===== src/rtl/bus_reg_file_if.sv =====
// Internal byte-bus bundle between the UART bridge (master) and register-file slaves.
interface bus_reg_file_if;
  logic [15:0] int_address;
  logic [7:0]  int_wr_data;
  logic        int_write;
  logic        int_read;
  logic [7:0]  int_rd_data;
  logic        int_req;
  logic        int_gnt;

  modport master (
    output int_address, int_wr_data, int_write, int_read, int_req,
    input  int_rd_data, int_gnt
  );

  modport slave (
    input  int_address, int_wr_data, int_write, int_read, int_req,
    output int_rd_data, int_gnt
  );
endinterface


===== src/rtl/bus_reg_file.sv =====
// Byte-bus register file: grant FSM, 16-byte window of ctrl/status/scratch/ID
// registers and a local-push / bus-pop byte FIFO.
module bus_reg_file #(
  parameter logic [15:0] BASE_ADDR  = 16'h0000,
  parameter int          FIFO_DEPTH = 8,
  parameter logic [7:0]  ID_VALUE   = 8'hA5
) (
  input  logic                 clock,
  input  logic                 reset,
  bus_reg_file_if.slave        bus,
  input  logic                 local_lock,
  output logic [63:0]          ctrl_regs,
  input  logic [31:0]          status_in,
  input  logic [7:0]           fifo_wr_data,
  input  logic                 fifo_wr,
  output logic                 fifo_full
);
  localparam int         AW      = $clog2(FIFO_DEPTH);
  localparam logic [4:0] DEPTH_C = 5'(FIFO_DEPTH);

  typedef enum logic [0:0] {IDLE = 1'b0, GRANTED = 1'b1} state_t;

  state_t         state_r;
  logic           gnt_r;
  logic [7:0]     rd_data_r;
  logic [63:0]    ctrl_r;
  logic [7:0]     scratch_r;
  logic [7:0]     mem_r [FIFO_DEPTH];
  logic [AW-1:0]  wptr_r;
  logic [AW-1:0]  rptr_r;
  logic [4:0]     count_r;
  logic           full_r;
  logic           ovf_r;
  logic           unf_r;

  logic [3:0]     offset_s;
  logic           hit_s;
  logic           wr_q_s;
  logic           rd_q_s;
  logic           pop_req_s;
  logic           pop_ok_s;
  logic           push_ok_s;
  logic           clr_sticky_s;
  logic [4:0]     count_next_s;
  logic [7:0]     rd_mux_s;

  assign offset_s         = bus.int_address[3:0];
  assign bus.int_gnt      = gnt_r;
  assign bus.int_rd_data  = rd_data_r;
  assign ctrl_regs        = ctrl_r;
  assign fifo_full        = full_r;

  // Access qualification and FIFO push/pop arbitration against pre-cycle state.
  always_comb begin
    hit_s        = 1'b0;
    wr_q_s       = 1'b0;
    rd_q_s       = 1'b0;
    pop_req_s    = 1'b0;
    pop_ok_s     = 1'b0;
    push_ok_s    = 1'b0;
    clr_sticky_s = 1'b0;
    if (gnt_r && (bus.int_address[15:4] == BASE_ADDR[15:4])) begin
      hit_s = 1'b1;
    end else begin
      hit_s = 1'b0;
    end
    wr_q_s       = hit_s && bus.int_write;
    rd_q_s       = hit_s && bus.int_read && !bus.int_write;
    pop_req_s    = rd_q_s && (offset_s == 4'hC);
    pop_ok_s     = pop_req_s && (count_r != 5'd0);
    // A pop in the same cycle frees a slot, so a push into a full FIFO still lands.
    push_ok_s    = fifo_wr && ((count_r != DEPTH_C) || pop_ok_s);
    clr_sticky_s = wr_q_s && (offset_s == 4'hD);
    count_next_s = count_r + {4'b0000, push_ok_s} - {4'b0000, pop_ok_s};
  end

  // Read-data mux over the register window.
  always_comb begin
    rd_mux_s = 8'h00;
    case (offset_s)
      4'h0, 4'h1, 4'h2, 4'h3,
      4'h4, 4'h5, 4'h6, 4'h7: rd_mux_s = ctrl_r[{offset_s[2:0], 3'b000} +: 8];
      4'h8, 4'h9, 4'hA, 4'hB: rd_mux_s = status_in[{offset_s[1:0], 3'b000} +: 8];
      4'hC: begin
        if (pop_ok_s) begin
          rd_mux_s = mem_r[rptr_r];
        end else begin
          rd_mux_s = 8'h00;
        end
      end
      4'hD:    rd_mux_s = {ovf_r, unf_r, 1'b0, count_r};
      4'hE:    rd_mux_s = scratch_r;
      4'hF:    rd_mux_s = ID_VALUE;
      default: rd_mux_s = 8'h00;
    endcase
  end

  // Grant FSM; no preemption once granted.
  always_ff @(posedge clock or negedge reset) begin
    if (!reset) begin
      state_r <= IDLE;
      gnt_r   <= 1'b0;
    end else begin
      case (state_r)
        IDLE: begin
          if (bus.int_req && !local_lock) begin
            state_r <= GRANTED;
            gnt_r   <= 1'b1;
          end
        end
        GRANTED: begin
          if (!bus.int_req) begin
            state_r <= IDLE;
            gnt_r   <= 1'b0;
          end
        end
        default: begin
          state_r <= IDLE;
          gnt_r   <= 1'b0;
        end
      endcase
    end
  end

  // Register writes, read-data capture, FIFO pointers and sticky flags.
  always_ff @(posedge clock or negedge reset) begin
    if (!reset) begin
      rd_data_r <= 8'h00;
      ctrl_r    <= 64'h0;
      scratch_r <= 8'h00;
      wptr_r    <= '0;
      rptr_r    <= '0;
      count_r   <= 5'd0;
      full_r    <= 1'b0;
      ovf_r     <= 1'b0;
      unf_r     <= 1'b0;
    end else begin
      if (wr_q_s) begin
        case (offset_s)
          4'h0, 4'h1, 4'h2, 4'h3,
          4'h4, 4'h5, 4'h6, 4'h7: ctrl_r[{offset_s[2:0], 3'b000} +: 8] <= bus.int_wr_data;
          4'hE:    scratch_r <= bus.int_wr_data;
          default: ;
        endcase
      end
      if (rd_q_s) begin
        rd_data_r <= rd_mux_s;
      end
      if (push_ok_s) begin
        wptr_r <= wptr_r + 1'b1;
      end
      if (pop_ok_s) begin
        rptr_r <= rptr_r + 1'b1;
      end
      count_r <= count_next_s;
      full_r  <= (count_next_s == DEPTH_C);
      // A fresh event in the clearing cycle is kept rather than lost.
      ovf_r   <= (ovf_r && !clr_sticky_s) || (fifo_wr && !push_ok_s);
      unf_r   <= (unf_r && !clr_sticky_s) || (pop_req_s && !pop_ok_s);
    end
  end

  // FIFO storage carries no reset; occupancy is tracked by the pointers.
  always_ff @(posedge clock) begin
    if (push_ok_s) begin
      mem_r[wptr_r] <= fifo_wr_data;
    end
  end
endmodule


===== src/flat_wrapper.sv =====
// flat-port wrapper written by rule: the top's interface ports become plain ports
module bus_reg_file_flat 
#(
  parameter logic [15:0] BASE_ADDR  = 16'h0000,
  parameter int          FIFO_DEPTH = 8,
  parameter logic [7:0]  ID_VALUE   = 8'hA5
)
  (clock, reset, local_lock, ctrl_regs, status_in, fifo_wr_data, fifo_wr, fifo_full, bus_int_address, bus_int_wr_data, bus_int_write, bus_int_read, bus_int_req, bus_int_rd_data, bus_int_gnt);
  bus_reg_file_if bus_i ();
  input  logic clock;
  input  logic reset;
  input  logic local_lock;
  output logic [63:0] ctrl_regs;
  input  logic [31:0] status_in;
  input  logic [7:0] fifo_wr_data;
  input  logic fifo_wr;
  output logic fifo_full;
  input wire logic [$bits(bus_i.int_address)-1:0] bus_int_address;
  input wire logic [$bits(bus_i.int_wr_data)-1:0] bus_int_wr_data;
  input wire logic [$bits(bus_i.int_write)-1:0] bus_int_write;
  input wire logic [$bits(bus_i.int_read)-1:0] bus_int_read;
  input wire logic [$bits(bus_i.int_req)-1:0] bus_int_req;
  output wire logic [$bits(bus_i.int_rd_data)-1:0] bus_int_rd_data;
  output wire logic [$bits(bus_i.int_gnt)-1:0] bus_int_gnt;
  assign bus_i.int_address = bus_int_address;
  assign bus_i.int_wr_data = bus_int_wr_data;
  assign bus_i.int_write = bus_int_write;
  assign bus_i.int_read = bus_int_read;
  assign bus_i.int_req = bus_int_req;
  assign bus_int_rd_data = bus_i.int_rd_data;
  assign bus_int_gnt = bus_i.int_gnt;
  bus_reg_file #(.BASE_ADDR(BASE_ADDR), .FIFO_DEPTH(FIFO_DEPTH), .ID_VALUE(ID_VALUE)) u_core (.clock(clock), .reset(reset), .bus(bus_i), .local_lock(local_lock), .ctrl_regs(ctrl_regs), .status_in(status_in), .fifo_wr_data(fifo_wr_data), .fifo_wr(fifo_wr), .fifo_full(fifo_full));
endmodule

===== config.mk =====
export PLATFORM = sky130hd
export DESIGN_NAME = bus_reg_file_flat
export DESIGN_NICKNAME = d
export VERILOG_FILES = /design/src/rtl/bus_reg_file_if.sv /design/src/rtl/bus_reg_file.sv /design/src/flat_wrapper.sv
export SDC_FILE = /design/constraint.sdc
export NUM_CORES = 1
export LEC_CHECK = 0
export CORE_MARGIN = 2
export CORE_UTILIZATION = 39
export DETAILED_ROUTE_END_ITERATION = 12
export RECOVER_POWER = 50
export SLEW_MARGIN = 10
export SYNTH_ARGS = -nofsm -noshare
export SYNTH_HDL_FRONTEND = slang
export SYNTH_SLANG_ARGS = --single-unit
export TNS_END_PERCENT = 30

===== constraint.sdc =====
create_clock -name clock -period 5.4 [get_ports clock]
set_input_delay 1.08 -clock clock [delete_from_list [all_inputs] [get_ports clock]]
set_output_delay 1.08 -clock clock [all_outputs]
set_load 0.02 [all_outputs]

==> results of run 1 <==
logic make-up after synthesis:
family | Yosys count
simple gates | 111
flops | 160
buf+inv | 41
xor+xnor | 8
compound gates | 68
mux | 130
fa+ha+maj | 18
Yosys cell counts, types with 2 or more instances:
| master | count | area share [%] |
|---|---|---|
| a211oi_1 | 3 | 0.29 |
| a21oi_1 | 13 | 0.85 |
| a221oi_1 | 12 | 1.4 |
| a22o_1 | 4 | 0.46 |
| a22oi_1 | 5 | 0.49 |
| a31oi_1 | 4 | 0.33 |
| and2_1 | 25 | 2.0 |
| and4_1 | 2 | 0.23 |
| and4bb_2 | 2 | 0.33 |
| buf_1 | 3 | 0.15 |
| buf_2 | 3 | 0.20 |
| clkbuf_1 | 17 | 0.83 |
| dfrtp_1 | 96 | 31 |
| edfxtp_1 | 64 | 25 |
| ha_1 | 17 | 2.8 |
| inv_1 | 17 | 0.83 |
| mux2_1 | 2 | 0.29 |
| mux2_2 | 76 | 11 |
| mux2i_1 | 28 | 3.6 |
| mux4_2 | 24 | 7.0 |
| nand2_1 | 7 | 0.34 |
| nand2b_1 | 9 | 0.73 |
| nand3_1 | 4 | 0.26 |
| nand3b_1 | 2 | 0.20 |
| nand4_1 | 3 | 0.24 |
| nand4_2 | 3 | 0.49 |
| nor2_1 | 27 | 1.3 |
| nor3_1 | 8 | 0.52 |
| nor3b_1 | 2 | 0.20 |
| nor4_1 | 2 | 0.16 |
| nor4b_4 | 3 | 0.93 |
| o211ai_1 | 5 | 0.49 |
| o21ai_0 | 4 | 0.26 |
| o21bai_1 | 2 | 0.20 |
| o22ai_1 | 12 | 0.98 |
| xnor2_1 | 5 | 0.57 |
| xor2_1 | 3 | 0.34 |
flip-flops by register name, indices dropped and copies added, names as in the netlist:
name,flops
u_core.count_r,5
u_core.unf_r,1
u_core.rptr_r,3
u_core.scratch_r,8
u_core.bus.int_gnt,1
u_core.ctrl_regs,64
u_core.bus.int_rd_data,8
u_core.wptr_r,3
u_core.fifo_full,1
u_core.ovf_r,1
u_core.state_r,1
u_core.mem_r,64
cell type report:
type,count,area [um2],share of cell area [%]
sequential,160,4320,42.9
multi-input combinational,335,3220,32.0
timing repair buffer,157,1530,15.1
clock buffer,20,489,4.86
tap,265,332,3.29
clock inverter,12,116,1.16
inverter,18,67.6,0.671
worst reg2reg max path: stages (launching register included):
cell	delay, ps
dfrtp_1	370
or4b_1	510
nor4_2	350
and4bb_2	460
o21ai_0	230
inv_1	110
ha_1	170
inv_1	60
fa_1	450
inv_1	70
a21oi_1	60
o21bai_1	170
xnor2_1	100
nor4b_1	310
power groups by stage:
| stage | registers [uW] | clock network, uW | logic (uW) |
|---|---|---|---|
| finish | 1450 | 1220 | 494 |
| global route | 1460 | 1300 | 545 |
| CTS | 1450 | 1240 | 506 |
| detailed placement | 1470 | 0 | 503 |
| global placement | 1470 | 0 | 486 |
| floorplan | 1460 | 0 | 300 |
metal layers:
layer | part of all wire, % | global-route usage (%) | vias to the layer above
met5 | 0 | 0 | -
met4 | 1.4 | 6.13 | 0
met3 | 4.3 | 4.01 | 19
met2 | 50 | 35.4 | 148
met1 | 44 | 26.9 | 2659
li1 | - | - | 2365
per-stage QoR:
stage / hold slack [ps] / power [uW] / utilization, % / worst slack (ps) / instance area (um2)
after detailed placement: 478 / 1980 / 48.8 / 571 / 9470
after CTS: 492 / 3200 / 52.0 / 1000 / 10100
after global placement: 477 / 1950 / 48.8 / 717 / 9470
after global routing: 520 / 3300 / 51.9 / 657 / 10100
after floorplan: 456 / 1760 / - / 1570 / 7690
final: 487 / 3160 / 51.9 / 1020 / 10100
path summary, 6_finish.rpt:
path | slack (ps) | end | from
max | 1020 | u_core.fifo_full | bus_int_write
min | 490 | u_core.unf_r | u_core.unf_r
max reg2reg | 1890 | u_core.fifo_full | u_core.bus.int_gnt
min reg2reg | 490 | u_core.unf_r | u_core.unf_r
max in group asynchronous | 1620 | u_core.state_r | reset
min in group asynchronous | 1430 | u_core.ctrl_regs[38] | reset
==> results.ini, run 1 <==
[outcome]
outcome=complete, but fails checks
violations=capacitance limit, slew limit

[placed_design]
placedCellCount=935
place_hpwl_um=15200
portBuffers=144
place_congestion=0.889

[worst_hold_path]
hold_class=reg -> reg
hold_path_depth=1

[finish]
final_cell_mix=98 x clkdlybuf4s50_1, 96 x dfrtp_1, 76 x mux2_2
antenna_cells=0
fillers=1685
instances_no_fill=967
mostFrequentLayoutCell=clkdlybuf4s50_1
syn_to_final_growth_pct=30.9
nNetsFinal=778
drive_above_1_share_pct=23.1

[worst_setup_path]
critPathMaxFanout=12
crit_cells=14
worstPathArrival_ps=4690
critPathBufInv=4
cp_top_family=simple AND/OR/NAND/NOR gates
crit_path_frequent_cell=inv_1
slowest_delay_ps=670
required_ps=5710
rr_worst_depth=13
critPathCaptureType=flop
slowest_stage=or4b_2
start_kind=input port
crit_chain=clkdlybuf4s50_1, or4b_2, nor4_2, and4bb_2, o21ai_0, inv_1, ha_1, inv_1, fa_1, inv_1, a21oi_1, o21bai_1, xnor2_1, nor4b_1
path_class=in -> reg

[sta]
period_share_pct=81.2
rsz0062_at_grt=no
hold_violations=0
period_minus_slack_ps=4380
setup_tns_ps=0
worst_slew_pin_slew_ps=2530
setup_viol=0
slew_viol_final=47
clock.fmax_mhz=228
slew-limit-headroom_pct=-68.7
clock_skew_ps=5.79

[yosys]
ys.flop_type=dfrtp_1
synth_compound_area_share_pct=6.11
synth_top_family_by_area=multiplexers
async_reset_ff_share_pct=60.0
synth_adder_area_share_pct=3.02
ys_types=55
synth_cells=536
synthSimpleGateAreaFrac_pct=9.61
synth_seq_area_share_pct=56.2
synthXorXnorAreaFrac_pct=0.911
yosys_warnings=0
synth_area_um2=7690
syn_nets=625
muxShareOfSynthArea_pct=22.1
synth_edf_count=64
syn_area_per_cell_um2=14.4
ys_seq_elements=160

[global_route]
grt_overflow=0
grt_use_total_pct=20.7
grt_pass1_vias=5414
grt_pass1_wl_um=31700
antenna_found_initial=0
grt_max_degree=52

[pwr]
p_sw_share_pct=26.7
power.density_nw_per_um2=314
vdd_drop_max_mv=0.213
total_leakage_power_uw=0.00423
p_int_uw=2320
combPwrFrac_pct=15.6
p_seq_share_pct=45.8
p_switching_uw=844
clock_power_share_pct=38.6

[route]
ant_nets=0
wl_um=20800
dr.pass1.iters=4
wl_per_cell_um=21.6
viasPerCell=5.37
vias=5191
drc_errors=0
detail_route.iter0.violations=276

[clock_network]
cts_buffer_depth=2
clkTransAtPathRegs_ps=60
cts_sinks=160
clockRootBuffer=clkbuf_16
tritoncts=done
cts_resized=0
cts_setup_buffers=0
clock_latency_ps=420
cts_buffers=17
hold_buffers=0
cts_max_level=4

[job]
cap_violations=1

[die]
die_x_um=144
fp-row-count=51
initial_core_util_pct=39.7
core-area_um2=19400
die_h_um=144
fp.dieArea_um2=20900
boundaryPins=145

Note: power is estimated with default switching activity, not from simulation.
==> run 2, diff against run 1 <==
--- a/config.mk
+++ b/config.mk
@@ -8,6 +8,7 @@
 export CORE_MARGIN = 2
 export CORE_UTILIZATION = 39
 export DETAILED_ROUTE_END_ITERATION = 12
+export PLACE_DENSITY = 0.65
 export RECOVER_POWER = 50
 export SLEW_MARGIN = 10
 export SYNTH_ARGS = -nofsm -noshare
==> constraint.sdc (replaced) <==
create_clock -name clock -period 3.5 [get_ports clock]
set_input_delay 0.7 -clock clock [delete_from_list [all_inputs] [get_ports clock]]
set_output_delay 0.7 -clock clock [all_outputs]
set_load 0.02 [all_outputs]
==> run 2 against run 1 <==
- the flow now finishes without violations
- final area rose by 3.3%
- final cell count rose by 4.1%
- first-iteration DRC count is 27% higher
- critical path depth unchanged
- non-clock buffer count rose by 40
- combinational power up 89%
- hold slack improved by 7.0 ps
- sequential cell count unchanged
- die area stayed put
- clock power is 54% higher
- sequential share of layout area decreased by 1.4 points
- largest cell class unchanged
- largest power group unchanged
==> results.ini, run 2 (same netlist as run 1, synthesis figures left out) <==
[pwr]
clock_power_share_pct=37.1  ; was 38.6%
p_switching_uw=1400  ; was 844 uW
p_sw_share_pct=27.6  ; was 26.7%
p_seq_share_pct=44.4  ; was 45.8%
power.density_nw_per_um2=486  ; was 314 nW/um2
p_int_uw=3660  ; was 2320 uW
total_leakage_power_uw=0.00443  ; was 0.00423 uW
combPwrFrac_pct=18.5  ; was 15.6%
vdd_drop_max_mv=0.370  ; was 0.213 mV

[clock_network]
tritoncts=done  ; unchanged
cts_sinks=160  ; unchanged
cts_max_level=4  ; unchanged
cts_buffers=17  ; unchanged
clockRootBuffer=clkbuf_16  ; unchanged
clock_latency_ps=420  ; about the same
cts_buffer_depth=2  ; unchanged
clkTransAtPathRegs_ps=60  ; about the same

[worst_setup_path]
crit_chain=clkdlybuf4s50_1, or4b_4, nor4_4, and4bb_2, o21ai_1, inv_1, ha_2, inv_1, fa_2, inv_1, a21oi_1, o21bai_1, xnor2_1, nor4b_2  ; was clkdlybuf4s50_1, or4b_2, nor4_2, and4bb_2, o21ai_0, inv_1, ha_1, inv_1, fa_1, inv_1, a21oi_1, o21bai_1, xnor2_1, nor4b_1
regToRegEndpoint=u_core.fifo_full  ; unchanged
required_ps=3820  ; was 5710 ps
crit_path_frequent_cell=inv_1  ; unchanged
start_kind=input port  ; unchanged
cp-endpoint=u_core.fifo_full  ; unchanged
crit_path_start=bus_int_address[11]  ; was bus_int_write
rr_worst_depth=13  ; unchanged
reg2reg_setup_slack_ps=510  ; was 1890 ps
worstPathArrival_ps=3710  ; was 4690 ps
slowest_stage=or4b_4  ; was or4b_2
regToRegStartpoint=u_core.bus.int_gnt  ; unchanged
path_class=in -> reg  ; unchanged
critPathCaptureType=flop  ; unchanged
critPathMaxFanout=2  ; was 12
slowest_delay_ps=550  ; was 670 ps
critPathBufInv=4  ; unchanged
crit_cells=14  ; unchanged
cp_top_family=simple AND/OR/NAND/NOR gates  ; unchanged

[finish]
mostFrequentLayoutCell=clkdlybuf4s50_1  ; unchanged
multiInputGateArea_um2=3250  ; was 3220 um2
syn_to_final_growth_pct=35.2  ; was 30.9%
antenna_cells=0  ; unchanged
seqCellArea_um2=4320  ; unchanged
final_util_pct=53.6  ; was 51.9%
fillers=1627  ; was 1685
drive_above_1_share_pct=27.5  ; was 23.1%
final_cell_mix=99 x clkdlybuf4s50_1, 96 x dfrtp_1, 76 x mux2_2  ; was 98 x clkdlybuf4s50_1, 96 x dfrtp_1, 76 x mux2_2
nNetsFinal=818  ; was 778
final_cell_area_um2=10400  ; was 10100 um2

[outcome]
outcome=finished clean  ; was complete, but fails checks

[sta]
period_minus_slack_ps=3400
clock.fmax_mhz=294
hold_violations=0  ; unchanged
clock_skew_ps=7.92  ; was 5.79 ps
worst_slew_pin_slew_ps=1400  ; was 2530 ps
slew-limit-headroom_pct=6.50  ; was -68.7%
setup_viol=0  ; unchanged
slew_viol_final=0  ; was 47
setup_tns_ps=0  ; unchanged
fin_ws_ps=104  ; was 1020 ps
period_share_pct=97.0

[route]
dr.pass1.iters=4  ; unchanged
ant_nets=0  ; unchanged
wl_um=21400  ; was 20800 um
drc_errors=0  ; unchanged
vias=5485  ; was 5191
detail_route.iter0.violations=350  ; was 276
wl_per_cell_um=21.2  ; was 21.6 um
viasPerCell=5.45  ; was 5.37

[die]
fp.dieArea_um2=20900  ; unchanged
boundaryPins=145  ; unchanged
fp-row-count=51  ; unchanged
die_h_um=144  ; unchanged
initial_core_util_pct=39.7  ; unchanged
die_x_um=144  ; unchanged
core-area_um2=19400  ; unchanged

[global_route]
antenna_found_initial=0  ; unchanged
grt_overflow=0  ; unchanged
grt_pass1_vias=5647  ; was 5414
grt_use_total_pct=20.9  ; was 20.7%
grt_max_degree=54  ; was 52
grt_pass1_wl_um=32100  ; was 31700 um

[placed_design]
dpl_cell_area_um2=9760  ; was 9470 um2
portBuffers=144  ; unchanged
place_hpwl_um=15700  ; was 15200 um
place_congestion=0.808  ; was 0.889
dp_slack_ps=-578  ; was 571 ps

[worst_hold_path]
hold_start=u_core.wptr_r[2]  ; was u_core.unf_r
hold_class=reg -> reg  ; unchanged

[job]
cap_violations=0  ; was 1

run 2: power groups by stage:
stage / registers, uW / logic [uW] / clock network [uW]
6_report: 2240 / 936 / 1880
5_1_grt: 2260 / 1010 / 1980
4_1_cts: 2250 / 889 / 1910
3_5_place_dp: 2280 / 835 / 0
3_3_place_gp: 2270 / 784 / 0
2_1_floorplan: 2250 / 463 / 0
run 2: layout make-up:
cell class	instances	share of cell area (%)
timing repair buffer	197	17.6
multi-input combinational	335	31.2
clock buffer	17	4.09
clock inverter	15	1.66
inverter	18	0.649
tap	265	3.19
sequential	160	41.6
run 2: what timing repair did:
action                                  in CTS  in global routing
hold buffers                                 0                  0
endpoints found under the setup margin       1                  1
endpoints found under the hold margin        0                  0
setup buffers                                1                  2
gates cloned                                 0                  0
gates resized for setup                      4                  4
pin swaps                                    5                  8
run 2: worst register-to-register path: stages (launching register included):
cell      delay [ps]
dfrtp_1          350
or4b_4           500
nor4_4           310
and4bb_2         280
o21ai_1           80
inv_1             70
ha_2             170
inv_1             50
fa_2             340
inv_1             60
a21oi_1           60
o21bai_1         170
xnor2_1          130
nor4b_2          310
run 2: worst min path at each step:
stage,slack [ps],cells past startpoint,end
after floorplan,400,0,u_core.bus.int_gnt
after global placement,480,1,u_core.wptr_r[2]
after detailed placement,490,1,u_core.wptr_r[2]
after CTS,340,1,u_core.ctrl_regs[38]
after global routing,530,1,u_core.ctrl_regs[7]
final,490,1,u_core.wptr_r[2]
run 2: routing by layer:
layer  up-vias  GRT usage [%]  wire length (um)
li1       2442              -                 -
met1      2804           26.1              9020
met2       204           35.9             10600
met3        35           4.67              1300
met4         0           7.26               457
met5         -              0                 0
run 2: metrics by stage:
stage	hold slack, ps	total power, uW	std cells
floorplan	404	2710	536
global placement	477	3060	972
detailed placement	488	3120	972
CTS	342	5040	1005
global route	529	5250	1007
finish	494	5060	1007
==> run 3, diff against run 2 <==
--- a/config.mk
+++ b/config.mk
@@ -5,13 +5,15 @@
 export SDC_FILE = /design/constraint.sdc
 export NUM_CORES = 1
 export LEC_CHECK = 0
+export ABC_CLOCK_PERIOD_IN_PS = 3500
 export CORE_MARGIN = 2
 export CORE_UTILIZATION = 39
 export DETAILED_ROUTE_END_ITERATION = 12
+export HOLD_SLACK_MARGIN = 0.12
 export PLACE_DENSITY = 0.65
 export RECOVER_POWER = 50
 export SLEW_MARGIN = 10
 export SYNTH_ARGS = -nofsm -noshare
 export SYNTH_HDL_FRONTEND = slang
 export SYNTH_SLANG_ARGS = --single-unit
-export TNS_END_PERCENT = 30
+export TNS_END_PERCENT = 10
==> results of run 3 <==
Same layout as run 2: the final DEF is identical, and so are final timing and power.
